[src/rtl/bank_word_match_seq.sv]
// Banked word compare: one-hot bank select, polarity-adjusted reference,
// registered match with hold and saturating miss count. Option: MATCH_STICKY_EN.
module bank_word_match_seq #(
  parameter int WIDTH = 12,
  parameter int NBANK = 3,
  parameter int CNT_W = 8,
  localparam int BW = (NBANK > 1) ? $clog2(NBANK) : 1
) (
  input  logic             CK,
  input  logic             RSTN,
  input  logic             wr_en,
  input  logic [BW-1:0]    wr_bank,
  input  logic [WIDTH-1:0] wr_data,
  input  logic             cmp_req,
  input  logic [NBANK-1:0] sel,
  input  logic [WIDTH-1:0] ref_word,
  input  logic [WIDTH-1:0] ref_pol,
  input  logic             upd_en,
  input  logic             kill,
`ifdef MATCH_STICKY_EN
  input  logic             sticky_clr,
  output logic             miss_sticky,
`endif
  output logic             match,
  output logic             match_vld,
  output logic             sel_err,
  output logic [CNT_W-1:0] miss_cnt
);

  logic [WIDTH-1:0] bank [NBANK];
  logic [WIDTH-1:0] sel_word;

  logic             s1_vld;
  logic [WIDTH-1:0] s1_word;
  logic [WIDTH-1:0] s1_exp;
  logic             s1_err;
  logic             s1_acc;
  logic             eq;
  logic             miss;

  // Out-of-range indices match no bank, so they are dropped.
  always_ff @(posedge CK or negedge RSTN) begin
    if (!RSTN) begin
      for (int i = 0; i < NBANK; i++)
        bank[i] <= '0;
    end else begin
      for (int i = 0; i < NBANK; i++)
        if (wr_en && wr_bank == BW'(i))
          bank[i] <= wr_data;
    end
  end

  always_comb begin
    sel_word = '0;
    for (int i = 0; i < NBANK; i++)
      if (sel[i])
        sel_word = sel_word | bank[i];
  end

  always_ff @(posedge CK or negedge RSTN) begin
    if (!RSTN) begin
      s1_vld  <= 1'b0;
      s1_word <= '0;
      s1_exp  <= '0;
      s1_err  <= 1'b0;
      s1_acc  <= 1'b0;
    end else begin
      s1_vld <= cmp_req;
      if (cmp_req) begin
        s1_word <= sel_word;
        s1_exp  <= ref_word ^ ref_pol;
        s1_err  <= !$onehot(sel);
        s1_acc  <= upd_en & ~kill;
      end
    end
  end

  assign eq   = &(~(s1_word ^ s1_exp));
  assign miss = s1_vld & s1_acc & ~eq;

  always_ff @(posedge CK or negedge RSTN) begin
    if (!RSTN) begin
      match     <= 1'b0;
      match_vld <= 1'b0;
      sel_err   <= 1'b0;
      miss_cnt  <= '0;
    end else begin
      match_vld <= 1'b0;
      sel_err   <= 1'b0;
      if (s1_vld && s1_acc) begin
        match     <= eq;
        match_vld <= 1'b1;
        sel_err   <= s1_err;
      end
      if (miss && miss_cnt != {CNT_W{1'b1}})
        miss_cnt <= miss_cnt + CNT_W'(1);
    end
  end

`ifdef MATCH_STICKY_EN
  // Set has priority over clear.
  always_ff @(posedge CK or negedge RSTN) begin
    if (!RSTN)
      miss_sticky <= 1'b0;
    else if (miss)
      miss_sticky <= 1'b1;
    else if (sticky_clr)
      miss_sticky <= 1'b0;
  end
`endif

endmodule

[config.mk]
export PLATFORM = sky130hd
export DESIGN_NAME = bank_word_match_seq
export DESIGN_NICKNAME = d
export VERILOG_FILES = /design/src/rtl/bank_word_match_seq.sv
export SDC_FILE = /design/constraint.sdc
export NUM_CORES = 1
export LEC_CHECK = 0
export BUFFER_PORTS_ARGS = -buffer_cell sky130_fd_sc_hd__buf_4
export CORE_ASPECT_RATIO = 0.75
export CORE_MARGIN = 5
export CORE_UTILIZATION = 59
export DETAILED_ROUTE_END_ITERATION = 6
export PLACE_DENSITY = 0.87
export RECOVER_POWER = 50
export SYNTH_ARGS = -nofsm -noshare
export SYNTH_HDL_FRONTEND = slang
export SYNTH_SLANG_ARGS = --single-unit
[constraint.sdc]
create_clock -name CK -period 2.83 [get_ports CK]
set_input_delay 0.4245 -clock CK [delete_from_list [all_inputs] [get_ports CK]]
set_output_delay 0.4245 -clock CK [all_outputs]
set_load 0.005 [all_outputs]
# After elaboration in Yosys (flattened, before gate mapping)
# Index checks and enable logic that the tools add are counted.
# W data, S select, Z words.
totals:
  regBits: 74
  input_bits: 47
  wordCells: 42
classes:
  n_addsub: 3
  n_eq_ne: 4
  muxes: 5
  bitwise: 10
  n_reduce_logical: 8
ops:
  columns: ["cell", "count"]
  rows:
  - ["$mux W12", 3]
  - ["$or A12 B12 Y12", 2]
  - ["$xor A12 B12 Y12", 2]
  - ["$not A12 Y12", 1]
  - ["$reduce_and A12 Y1", 1]
  - ["$add A8 B1 Y8 const B", 1]
  - ["$ne A8 B8 Y1 const B", 1]
  - ["$logic_and A1 B1 Y1", 5]
  - ["$eq A2 B1 Y1 const B", 2]
  - ["$and A1 B1 Y1", 3]
  - ["$add A1 B1 Y2", 1]
  - ["$add A2 B1 Y2", 1]
  - ["$eq A2 B2 Y1 const B", 1]
  - ["$logic_not A2 Y1", 1]
  - ["$mux W1", 2]
  - ["$not A1 Y1", 2]
  - ["$logic_not A1 Y1", 1]

# Logic depth before layout (Yosys ltp)
# Gate-level depths: netlist of run 1.
logic_depth:
  depth_word: 6
  depth_mapped: 5
  mapped_depth_nobuf: 5

# Worst setup path after synthesis of run 1
# No wires, ideal clock.
synth_path:
  kind: "reg-to-reg"
  start: "register s1_exp[1]"
  end: "register miss_cnt[1]"
  setup_time_ns: 0.125
  arrival_ns: 1.457
  path_slack_ns: 1.248
  path_stages_with_launch: 6
  n_path_buf: 0
  cell_sequence: "dfrtp_1 > xor2_1 > nor4_4 > a31oi_4 > nand2_4 > mux2_4"
synth_via:
  elab_chain_len: 6
synth_rtl:
  columns: ["element", "line_no", "rtl"]
  rows:
  - ["start, declared", "35", "logic [WIDTH-1:0] s1_exp;"]
  - ["start signal, assigned", "71", "s1_exp <= ref_word ^ ref_pol;"]
  - ["$xor A12 B12 Y12", "78", "assign eq = &(~(s1_word ^ s1_exp));"]
  - ["$not A12 Y12", "78", null]
  - ["$reduce_and A12 Y1", "78", null]
  - ["$not A1 Y1", "79", "assign miss = s1_vld & s1_acc & ~eq;"]
  - ["$and A1 B1 Y1", "79", null]
  - ["$logic_and A1 B1 Y1", "95", "if (miss && miss_cnt != {CNT_W{1'b1}})"]
  - ["end signal, assigned", "96", "miss_cnt <= miss_cnt + CNT_W'(1);"]
  - ["end, declared", "27", "output logic [CNT_W-1:0] miss_cnt"]
# No other way between the ends.
# A chain may end at the register's enable or synchronous reset.

# Final worst setup path of run 1
layout_path:
  start: "input cmp_req"
  end: "register s1_acc"
layout_lines:
  columns: ["element", "line_no", "rtl"]
  rows:
  - ["start, declared", "14", "input logic cmp_req,"]
  - ["end signal, assigned", "73", "s1_acc <= upd_en & ~kill;"]
  - ["end, declared", "37", "logic s1_acc;"]
# No word-level cell between the ends.

==> out/metrics.csv, run 1 <==
stage,metric,value,unit
critical_path,cp-end-kind,register,
synthesis,syn_area_per_cell,12.7,um2
drt,wl_per_cell,16.6,um
global_route,grt_start_max_net_pins,75,
clock_network,numCtsBuffers,9,
layout,fin_nets,361,
clock_network,post_cts_buffers,0,
critical_path,cp-start-kind,primary input,
layout,n_fill_cell,344,
layout,regArea,0.00185,mm2
clock_network,clk_pin_slew,0.08,ns
global_route,grt_usage,0.212,
critical_path,crit_path_max_fanout,53,
timing,rsz0062_at_grt,false,
drt,drt_pass1_iterations,5,
timing,drv_slew,129,
critical_path,cpLargestDelayFamily,buffers and inverters,
timing,fin_crit_sh,0.656,
synthesis,ys_types,28,
clock_network,hold_buffers,0,
placed_design,placement.io_buffers,57,
clock_network,cts_tree,built,
run_status,status,"complete, but fails checks",
worst_hold_path,hp-class,primary input to register,
layout,fin_area,0.00398,mm2
timing,fin_setup_tns,0,ns
timing,hold_viol_final,0,
floorplanning,die_x,95.5,um
floorplanning,rows,23,
pwr,p_leak,1.74,nW
synthesis,syn_nets,304,
drt,wl,6500,um
drt,vias,2183,
timing,finClkSkew,0.0109,ns
drt,antenna_left,0,
timing,period_needed,1.86,ns
placed_design,dp.final_hpwl,4460,um
critical_path,worst_path_max_delay_cell,clkbuf_1,
run,max_cap_viol_count,2,
global_route,antenna_found_initial,0,
floorplanning,pin_count,58,
synthesis,ys_ff_latch,74,
synthesis,yosysSeqAreaShare,0.572,
synthesis,ys.flop_type,dfrtp_1,
pwr,powerDensity,752,mW/mm2
critical_path,slowest_delay,1.34,ns
critical_path,critPathKind,primary input to register,
clock_network,cts_buffer_depth,2,
synthesis,synth_edf_count,0,
critical_path,crit_required,2.97,ns
floorplanning,die_height,74.1,um
pwr,max-vdd-ir-drop,0.401,mV
drt,drt_iter0_markers,196,
floorplanning,dieArea,0.00708,mm2
placed_design,placed_area,0.00372,mm2
timing,max_freq,539,MHz
timing,finalSetupViolations,0,
global_route,first_global_vias,2251,
synthesis,yosys_warnings,0,
global_route,grt_pass1_wl,11200,um
synthesis,syn_inst,255,
timing,worstMarginPinSlew,1.91,ns
drt,vias_per_cell,5.57,
layout,diodes,0,
clock_network,htreeDepth,3,
timing,slew_headroom,-0.272,
global_route,gr-total-overflow,0,
layout,drive_gt1_frac,0.363,
run_status,violations,"capacitance limit, slew limit",
synthesis,syn_area,0.00324,mm2
floorplanning,coreArea,0.00532,mm2
critical_path,crit_chain,clkbuf_1 -> o21ai_0,
clock_network,cts_resized,0,
clock_network,clk_latency,0.34,ns
floorplanning,initial_core_util,0.608,
critical_path,cp_num_buf_inv,1,
critical_path,cp.arrival,2.00,ns
layout,multi_input_area,0.00131,mm2
pwr,finalPower,2.99,mW
drt,drcViolationCount,0,
placed_design,gp_congestion,0.775,
synthesis,synth-async-reset-ratio,1.00,
clock_network,cts_sinks,74,
clock_network,cts_root_buffer,clkbuf_8,
layout,area_delta_synth_final,22.9,%
routing by layer:
layer | track usage | routed length (um) | part of all wire
met1 | 0.296 | 2900 | 0.45
met2 | 0.313 | 2930 | 0.45
met3 | 0.0617 | 514 | 0.079
met4 | 0.0915 | 146 | 0.022
met5 | 0 | 0 | 0
registers in the layout (all words and copies together) (netlist names):
signal     cells
s1_err         1
s1_exp        12
match          1
s1_vld         1
bank          36
match_vld      1
miss_cnt       8
s1_word       12
s1_acc         1
sel_err        1
final timing paths:
kind	cells after the start	end	slack, ns	from
max in group asynchronous	1	miss_cnt[0]$_DFFE_PN0P_	1.25	RSTN
worst max register to register	5	miss_cnt[1]$_DFFE_PN0P_	1.11	s1_exp[2]$_DFFE_PN0P_
worst min-delay path	2	bank[27]$_DFFE_PN0P_	0.32	wr_data[3]
worst min register to register	2	match$_DFFE_PN0N_	0.50	match$_DFFE_PN0N_
min in group asynchronous	1	s1_exp[2]$_DFFE_PN0P_	0.54	RSTN
worst max-delay path	2	s1_acc$_DFFE_PN0P_	0.97	cmp_req
stage by stage:
stage / util / instances / hold WS (ns) / setup slack, ns
3_3_place_gp: 0.698 / 376 / 0.481 / 1.17
4_1_cts: 0.748 / 392 / 0.230 / 1.10
5_1_grt: 0.747 / 392 / 0.308 / 0.688
3_5_place_dp: 0.698 / 376 / 0.483 / 1.13
6_report: 0.747 / 392 / 0.325 / 0.973
2_1_floorplan: - / 255 / 0.129 / 1.25
logic make-up (layout without fill, tap and decap cells):
| kind of cell | Yosys count | after routing | share of synthesized area |
|---|---|---|---|
| flip-flops | 74 | 74 | 0.572 |
| AO/OA/AOI/OAI | 50 | 50 | 0.107 |
| AND/OR/NAND/NOR | 47 | 47 | 0.0870 |
| multiplexers | 37 | 37 | 0.130 |
| XOR/XNOR | 26 | 26 | 0.0704 |
| buffers and inverters | 19 | 81 | 0.0232 |
| adder cells (fa/ha/maj) | 2 | 2 | 0.0100 |
cell type report:
class / instances / area share
Sequential cell: 74 / 0.466
Multi-Input combinational cell: 162 / 0.329
Timing Repair Buffer: 58 / 0.108
Clock buffer: 11 / 0.0355
Clock inverter: 5 / 0.0315
Tap cell: 75 / 0.0236
Inverter: 7 / 0.00661
cells in the final DEF, fill, tap and decap left out, types with 3 or more instances in the layout:
master,Yosys,final
nor2_1,26,26
buf_4,0,56
nand3b_1,3,3
a41oi_1,5,5
clkbuf_8,0,10
and3_1,4,4
bufinv_16,0,4
inv_1,7,7
dfrtp_1,74,74
a21oi_1,28,28
nor4_4,3,3
xnor2_1,14,14
xor2_1,12,12
mux2_2,36,36
nand3_1,3,3
a222oi_1,12,12
nand2_1,3,3
synth_stat cells, drive strengths merged (5+ instances only):
library cell  number  area [um2]
mux2              37         420
dfrtp             74        1850
a41oi              5        43.8
inv                7        26.3
xor2              12         105
xnor2             14         123
clkbuf             8        30.0
a21oi             28         140
a222oi            12         120
nor2              26        97.6
where the power goes:
| part | switching (mW) | internal [mW] |
|---|---|---|
| Clock | 0.369 | 0.698 |
| Combinational | 0.249 | 0.294 |
| Sequential | 0.136 | 1.25 |
| Total | 0.753 | 2.24 |
Power figures use the tool's default switching activity.
==> inputs of run 2 (changes only) <==
--- a/config.mk
+++ b/config.mk
@@ -5,12 +5,13 @@
 export SDC_FILE = /design/constraint.sdc
 export NUM_CORES = 1
 export LEC_CHECK = 0
+export ABC_AREA = 1
 export BUFFER_PORTS_ARGS = -buffer_cell sky130_fd_sc_hd__buf_4
 export CORE_ASPECT_RATIO = 0.75
 export CORE_MARGIN = 5
-export CORE_UTILIZATION = 59
+export CORE_UTILIZATION = 56
 export DETAILED_ROUTE_END_ITERATION = 6
-export PLACE_DENSITY = 0.87
+export PLACE_DENSITY = 0.83
 export RECOVER_POWER = 50
 export SYNTH_ARGS = -nofsm -noshare
 export SYNTH_HDL_FRONTEND = slang
==> constraint.sdc (replaced) <==
create_clock -name CK -period 1.9 [get_ports CK]
set_input_delay 0.285 -clock CK [delete_from_list [all_inputs] [get_ports CK]]
set_output_delay 0.285 -clock CK [all_outputs]
set_load 0.005 [all_outputs]
==> out/metrics.csv, run 2 <==
stage,metric,value,unit,change
clock_network,clk_latency,0.35,ns,about the same
drt,antenna_left,0,,unchanged
pwr,seq_power_share,0.486,,+0.024
worst_hold_path,holdCritStartpoint,upd_en,,
pwr,max-vdd-ir-drop,0.649,mV,+62%
timing,fin_setup_tns,0,ns,unchanged
synthesis,syn_nets,427,,+40%
floorplanning,die_x,99.4,um,+4.1%
critical_path,r2r_start,miss_cnt[0]$_DFFE_PN0P_,,
synthesis,ys_ff_latch,74,,unchanged
synthesis,yosys-top-cells-area,"dfrtp_1, nand2_1, o21ai_0",,
synthesis,yosys-top-cells-count,"nand2_1, dfrtp_1, o21ai_0",,
clock_network,cts_root_buffer,clkbuf_8,,
pwr,pwr-share-comb,0.172,,-0.009
placed_design,place_ws,0.478,ns,-0.653 ns
layout,drive_gt1_frac,0.191,,-0.171
placed_design,dp_cells,505,,+34%
critical_path,cp-start-kind,register,,
layout,final_cell_mix,"nand2_1, dfrtp_1, buf_4",,
clock_network,cts_tree,built,,
synthesis,yosys_warnings,0,,unchanged
floorplanning,coreArea,0.00583,mm2,+9.4%
global_route,grt_start_max_net_pins,35,,-53%
floorplanning,dieArea,0.00766,mm2,+8.2%
synthesis,synth-async-reset-ratio,1.00,,unchanged
drt,drt_pass1_iterations,4,,-1
synthesis,synth_top_cell_by_area,dfrtp_1,,
drt,drcViolationCount,0,,unchanged
timing,period_needed,1.47,ns,
worst_hold_path,holdPathStages,2,,unchanged
floorplanning,rows,24,,+4.3%
global_route,grt_usage,0.217,,+0.00516
floorplanning,initial_core_util,0.576,,-0.0315
run,max_cap_viol_count,0,,-2
timing,rsz0062_at_grt,false,,
critical_path,regToRegEndpoint,miss_cnt[1]$_DFFE_PN0P_,,
layout,top_regs,"bank: 36 flops, s1_exp: 12 flops, s1_word: 12 flops",,
clock_network,cts_buffer_depth,2,,unchanged
synthesis,synth_edf_count,0,,unchanged
pwr,finalPower,4.10,mW,+37%
critical_path,critPathKind,register to register,,
global_route,antenna_found_initial,0,,unchanged
timing,holdWs,0.163,ns,-0.161 ns
clock_network,cts_resized,0,,unchanged
layout,diodes,0,,unchanged
drt,drt_iter0_markers,160,,-18%
pwr,switching_power,1.11,mW,+48%
timing,fin_ws,0.426,ns,-0.547 ns
critical_path,r2r_slack,0.43,ns,-0.68 ns
synthesis,yosysMostFrequentCell,nand2_1,,
pwr,pwr-share-clk,0.342,,-0.015
timing,finalSetupViolations,0,,unchanged
clock_network,post_cts_buffers,0,,unchanged
run_status,status,"complete, no violations",,
clock_network,numCtsBuffers,9,,unchanged
floorplanning,die_height,77.1,um,+3.9%
timing,finClkSkew,0.00568,ns,-0.00520 ns
clock_network,cts_sinks,74,,unchanged
synthesis,yosysTopAreaCellShare,0.551,,-0.0207
layout,final_common_cell,nand2_1,,
pwr,p_leak,2.06,nW,+18%
layout,area_delta_synth_final,22.8,%,about the same
worst_hold_path,min_to,s1_acc$_DFFE_PN0P_,,
placed_design,gp_congestion,0.823,,+6.3%
timing,hold_viol_final,0,,unchanged
synthesis,syn_area,0.00336,mm2,+3.7%
placed_design,placement.io_buffers,57,,unchanged
global_route,gr-total-overflow,0,,unchanged
pwr,powerDensity,995,mW/mm2,+32%
layout,fin_nets,488,,+35%
synthesis,syn_inst,378,,+48%
critical_path,r2r_cells,7,,+2
synthesis,ys.flop_type,dfrtp_1,,
layout,largest_reg_flops,36,,unchanged
global_route,grt_pass1_wl,13200,um,+18%
critical_path,cp.arrival,1.72,ns,-0.28 ns
clock_network,clk_pin_slew,0.08,ns,about the same
floorplanning,pin_count,58,,unchanged
pwr,p_sw_frac,0.272,,+0.0198
drt,vias_per_cell,5.29,,-5.1%
timing,fin_crit_sh,0.776,,
critical_path,cp-startpoint,miss_cnt[0]$_DFFE_PN0P_,,
critical_path,crit_required,2.14,ns,-0.83 ns
drt,wl,7600,um,+17%
placed_design,dp.final_hpwl,5120,um,+15%
layout,final_cells,522,,+33%
global_route,first_global_vias,2828,,+26%
drt,vias,2759,,+26%
critical_path,cp-end-kind,register,,
timing,worstMarginPinSlew,1.02,ns,-0.887 ns
timing,drv_slew,0,,-100%
worst_hold_path,hp-class,primary input to register,,
drt,wl_per_cell,14.6,um,-12%
synthesis,syn_area_per_cell,8.88,um2,-30%
synthesis,yosysSeqAreaShare,0.551,,-0.0207
timing,max_freq,678,MHz,
clock_network,htreeDepth,3,,unchanged
critical_path,crit_path_max_fanout,8,,-85%
clock_network,hold_buffers,1,,+1
timing,slew_headroom,0.320,,+0.591
pwr,internal-power,2.99,mW,+34%
synthesis,ys_types,24,,-14%
layout,regMostFlops,bank,,
run 2: cell types whose count changed after synthesis, moves of 8 or more:
cell,before,now
mux2_2,36,0
a21oi_1,28,12
nor2_1,26,13
o21ai_0,1,51
nand4_1,0,8
inv_1,7,33
nand2_1,3,118
xor2_1,12,3
a222oi_1,12,0
run 2: power groups by stage:
stage	combinational [mW]	sequential, mW	clock (mW)
after floorplan	0.419	1.97	0
after detailed placement	0.696	2.01	0
after global placement	0.655	2.00	0
after CTS	0.716	1.99	1.43
after global routing	0.817	2.02	1.50
final	0.707	1.99	1.40
run 2: area by class of cell:
class                   count  area [um2]
fillers                   423        1700
well taps                  78        97.6
repair buffers             64         490
multi-input cells         253        1310
inverters                  37         139
flip-flops and latches     74        1850
clock inverters             4        72.6
clock buffers              12         165
run 2: cells by family after synthesis:
logic type	synth area share
flops	0.551
compound gates	0.123
xor+xnor	0.0574
fa+ha+maj	0.00969
buf+inv	0.0592
simple gates	0.200
run 2: per-stage QoR:
| stage | cell area, um2 | util |
|---|---|---|
| after floorplan | 3360 | - |
| after global placement | 3890 | 0.668 |
| after detailed placement | 3890 | 0.668 |
| after CTS | 4140 | 0.711 |
| after global routing | 4120 | 0.708 |
| final | 4120 | 0.708 |
run 2: worst max-delay path: stages (launching register included):
cell and delay [ns]:
dfrtp_1 0.43, ha_1 0.25, nand2_1 0.10, inv_1 0.11
nand4_4 0.18, nand3_4 0.14, nand2_1 0.11, nand2_1 0.05
run 2: layer usage:
layer  up-vias  part of all wire  track usage
li1       1340                 -            -
met1      1294              0.43        0.276
met2       110              0.47        0.350
met3        15             0.078       0.0734
met4         0             0.018       0.0696
met5         -                 0            0
run 2: worst max-delay path by stage:
stage	endpoint	slack, ns	cells after the start
after floorplan	s1_err$_DFFE_PN0P_	0.46	5
after global placement	s1_err$_DFFE_PN0P_	0.55	5
after detailed placement	miss_cnt[2]$_DFFE_PN0P_	0.48	7
after CTS	miss_cnt[1]$_DFFE_PN0P_	0.43	7
after global routing	miss_cnt[2]$_DFFE_PN0P_	0.29	7
final	miss_cnt[1]$_DFFE_PN0P_	0.43	7
